`src/rtl/agdc_input_conditioner.sv`:
```
// Input conditioner for the garage door controller: 2-flop sync, debounce, press-to-pulse, ready timer.
// Optional stuck-limit detection is built when AGDC_COND_FAULT_EN is defined.
module agdc_input_conditioner #(
   parameter int unsigned DB_CYCLES = 16,
   parameter int unsigned CNT_W     = 5
) (
   input  logic CLK,
   input  logic RST,
   input  logic Activate_raw,
   input  logic UP_Max_raw,
   input  logic DN_Max_raw,
   output logic Act_Pulse,
   output logic UP_Max_db,
   output logic DN_Max_db,
   output logic Ready,
   output logic Sensor_Fault
);

   localparam int unsigned NCH     = 3;
   localparam int unsigned CNT_MAX = (1 << CNT_W) - 1;
   localparam int unsigned RDY_TGT = ((DB_CYCLES + 2) > CNT_MAX) ? CNT_MAX : (DB_CYCLES + 2);
   localparam logic [CNT_W-1:0] DB_LAST = CNT_W'(DB_CYCLES - 1);
   localparam logic [CNT_W-1:0] RDY_END = CNT_W'(RDY_TGT);

   // Channel order: [0] Activate, [1] UP_Max, [2] DN_Max
   logic [NCH-1:0]            raw_c;
   logic [NCH-1:0]            sync1;
   logic [NCH-1:0]            sync2;
   logic [NCH-1:0]            db;
   logic [NCH-1:0]            db_nxt_c;
   logic [NCH-1:0][CNT_W-1:0] cnt;
   logic [NCH-1:0][CNT_W-1:0] cnt_nxt_c;
   logic [CNT_W-1:0]          rdy_cnt;
   logic                      act_rise_c;
   logic                      pulse_ok_c;

   assign raw_c = {DN_Max_raw, UP_Max_raw, Activate_raw};

   // Per-channel debounce: db follows sync only after DB_CYCLES consecutive disagreeing cycles
   always_comb begin
      db_nxt_c  = db;
      cnt_nxt_c = cnt;
      for (int i = 0; i < NCH; i++) begin
         if (sync2[i] == db[i]) begin
            cnt_nxt_c[i] = '0;
         end else if (cnt[i] == DB_LAST) begin
            db_nxt_c[i]  = sync2[i];
            cnt_nxt_c[i] = '0;
         end else begin
            cnt_nxt_c[i] = cnt[i] + CNT_W'(1);
         end
      end
   end

   always_ff @(posedge CLK or negedge RST) begin
      if (!RST) begin
         sync1 <= '0;
         sync2 <= '0;
         db    <= '0;
         cnt   <= '0;
      end else begin
         sync1 <= raw_c;
         sync2 <= sync1;
         db    <= db_nxt_c;
         cnt   <= cnt_nxt_c;
      end
   end

   assign UP_Max_db = db[1];
   assign DN_Max_db = db[2];

   // Ready timer saturates at its target and stays set until reset
   always_ff @(posedge CLK or negedge RST) begin
      if (!RST) begin
         rdy_cnt <= '0;
         Ready   <= 1'b0;
      end else begin
         if (rdy_cnt != RDY_END) begin
            rdy_cnt <= rdy_cnt + CNT_W'(1);
         end
         if (rdy_cnt == RDY_END) begin
            Ready <= 1'b1;
         end
      end
   end

`ifdef AGDC_COND_FAULT_EN
   // Both limits active together means a stuck switch; hold the fault until reset
   always_ff @(posedge CLK or negedge RST) begin
      if (!RST) begin
         Sensor_Fault <= 1'b0;
      end else if (db[1] && db[2]) begin
         Sensor_Fault <= 1'b1;
      end
   end

   assign pulse_ok_c = Ready & ~Sensor_Fault;
`else
   assign Sensor_Fault = 1'b0;
   assign pulse_ok_c   = Ready;
`endif

   // Pulse lands in the same cycle the debounced Activate level first reads 1
   assign act_rise_c = db_nxt_c[0] & ~db[0];

   always_ff @(posedge CLK or negedge RST) begin
      if (!RST) begin
         Act_Pulse <= 1'b0;
      end else begin
         Act_Pulse <= act_rise_c & pulse_ok_c;
      end
   end

endmodule
```
`config.mk`:
```
export PLATFORM = sky130hd
export DESIGN_NAME = agdc_input_conditioner
export DESIGN_NICKNAME = d
export VERILOG_FILES = /design/src/rtl/agdc_input_conditioner.sv
export SDC_FILE = /design/constraint.sdc
export NUM_CORES = 1
export LEC_CHECK = 0
export ABC_AREA = 1
export ABC_CLOCK_PERIOD_IN_PS = 1100
export CELL_PAD_IN_SITES_DETAIL_PLACEMENT = 1
export CELL_PAD_IN_SITES_GLOBAL_PLACEMENT = 1
export CORE_ASPECT_RATIO = 0.7
export CORE_MARGIN = 3
export CORE_UTILIZATION = 47
export CTS_CLUSTER_SIZE = 25
export DETAILED_ROUTE_END_ITERATION = 12
export DONT_BUFFER_PORTS = 1
export GPL_TIMING_DRIVEN = 0
export MAX_ROUTING_LAYER = met4
export PLACE_DENSITY_LB_ADDON = 0.1
export SKIP_CTS_REPAIR_TIMING = 1
export SYNTH_ARGS = -nofsm -noshare
export SYNTH_HDL_FRONTEND = slang
export SYNTH_SLANG_ARGS = --single-unit
export TNS_END_PERCENT = 50
```
`constraint.sdc`:
```
create_clock -name CLK -period 1.1 [get_ports CLK]
set_input_delay 0.165 -clock CLK [delete_from_list [all_inputs] [get_ports CLK]]
set_output_delay 0.165 -clock CLK [all_outputs]
set_load 0.02 [all_outputs]
```
==> results.toml <==
[timing]
fin_crit_ps = 1150
hold_ws_ps = 346
hold_violations = 0
slew_violations = 0
tns_ps = -49.5
fin_ws_ps = -49.5
fin_worst_skew_ps = 6.12
min_period_over_period_pct = 104
fmaxAchievable_mhz = 870
rsz0062_at_grt = "true"
finalSetupViolations = 1

[placement]
portBuffers = 0
place_area_um2 = 1350
place.gp.congestion = 0.777
place_hpwl_um = 1800
place_ws_ps = -15.3

[die]
start_util_pct = 51.3
ios = 10
die_y_um = 50.2
row_count = 15
dieWidth_um = 69.1
die_area_um2 = 3470
core_area_um2 = 2550

[global_routing]
track_usage_pct = 17.7
grt_pass1_wl_um = 4540
overflow = 0
grt_antenna_before_repair = 0
grt_pass1_vias = 997
grt_max_degree = 32

[clocking]
clk_pin_slew_worst_paths_ps = 60
cts-htree-levels = 2
root_buffer = "clkbuf_8"
cts_sinks = 31
clk_path_buf_depth = 2
cts_buffers = 5
insertion_delay_ps = 280
cts_tree = "done"

[power]
p_per_area_nw_per_um2 = 1460
ir_worst_vdd_mv = 0.860
p_leak_nw = 0.775
power_mw = 2.33

[setup_path]
endpoint_kind = "register"
startpoint_type = "register"
arrival_ps = 1310
cp_max_fo = 4
critPathKind = "reg -> reg"
required_ps = 1260
ff2ff_path_depth = 4

[yosys]
synth_top_area_share_pct = 59.2
synth_area_leader_cell = "dfrtp_1"
synth_fp_nets = 151
async_flop_share_pct = 100
ys_seq_area_share_pct = 59.2
synth_cell_type_count = 15
synth_edf_count = 0
syn_area_per_cell_um2 = 9.29
ys_warn_count = 0
synth_area_leaders = "dfrtp_1 (59%), nand2_1 (10%), nor2_1 (6.3%)"
synth.most_common_cell = "nand2_1"
synthTopCellsByCount = "nand2_1 (35), dfrtp_1 (31), nor2_1 (22)"
ys.flop_type = "dfrtp_1"
netlist_area_um2 = 1310
ys_ff_latch = 31
synthCells = 141

[final_layout]
final_layout_size_suffix_gt1_share_pct = 17.2
fin_area_um2 = 1590
diodes = 0
area_growth_pct = 21.7
nNetsFinal = 166

[min_path]
whs_path_depth = 0
worstHoldPathType = "reg -> reg"

[detailed_routing]
viasPerCell = 5.14
drc = 0
detail_route.wl_per_cell_um = 15.6
dr.pass1.iters = 4
vias = 982
wirelength_um = 2980
drt_iter0_markers = 37
drtAntennaViolNets = 0

[flow_run]
cap_violations = 0

[outcome]
violations = "setup timing"
status = "finished with violations"
[per-stage QoR]
| step | cells | util [%] |
|---|---|---|
| after floorplan | 141 | - |
| final | 191 | 62.5 |
| after detailed placement | 175 | 53.0 |
| after global placement | 175 | 53.0 |
| after CTS | 183 | 56.9 |
| after global routing | 191 | 62.5 |
[layout make-up]
type	count	area, um2
flip-flops and latches	31	779
inverters	21	78.8
multi-input cells	88	503
fillers	280	958
repair buffers	8	82.6
clock buffers	8	100
plain buffers	1	7.51
well taps	34	42.5
[cells in the final DEF (no fill, tap or decap), types with 3 or more instances in the layout]
cell type,netlist,layout
nand2_1,35,34
dfrtp_1,31,28
nor2_1,22,21
inv_1,21,20
nand4_1,8,8
nand3_1,7,7
clkbuf_8,0,7
buf_4,1,4
dlygate4sd3_1,0,4
xnor2_1,3,3
nor2_2,2,3
ha_4,0,3
dfrtp_2,0,3
[power by group]
group          internal [mW]  total (mW)  switching [mW]
clock network          0.570       0.955           0.385
registers               1.18        1.23          0.0468
logic                 0.0714       0.152          0.0805
total                   1.82        2.33           0.512
[routing by layer]
metal  vias up  track usage [%]  wire [um]
met4         0             6.82         30
met5         -                -          0
met1       498             20.2       1300
met2        18             28.5       1530
met3         5             7.00        113
li1        461                -          -
[flip-flops by register name, summed over array words and instances (netlist names)]
name / flops
sync1: 3
db: 3
Act_Pulse: 1
Ready: 1
sync2: 3
cnt: 15
rdy_cnt: 5
[logic make-up (layout without fill, tap and decap cells)]
kind of cell	count (synthesis)	in the layout	synth area share, %
xor+xnor	5	5	3.34
buf+inv	22	38	6.59
other cells	1	1	0.286
simple gates	77	77	25.8
fa+ha+maj	5	5	4.78
flops	31	31	59.2
[worst paths after layout]
check	slack (ps)	startpoint	endpoint
max reg2reg	-50	rdy_cnt[0]$_DFFE_PN0P_	rdy_cnt[2]$_DFFE_PN0P_
max	-50	rdy_cnt[0]$_DFFE_PN0P_	rdy_cnt[2]$_DFFE_PN0P_
min	350	sync1[0]$_DFF_PN0_	sync2[0]$_DFF_PN0_
max in group asynchronous	520	RST	db[2]$_DFFE_PN0P_
min in group asynchronous	400	RST	sync2[0]$_DFF_PN0_
min reg2reg	350	sync1[0]$_DFF_PN0_	sync2[0]$_DFF_PN0_
[worst max-delay path, stage by stage, from the launching register on]
cell     delay (ps)
dfrtp_1         430
ha_2            230
nor2_1          160
nor2_1           70
and2_1          150
Power figures use the tool's default switching activity.
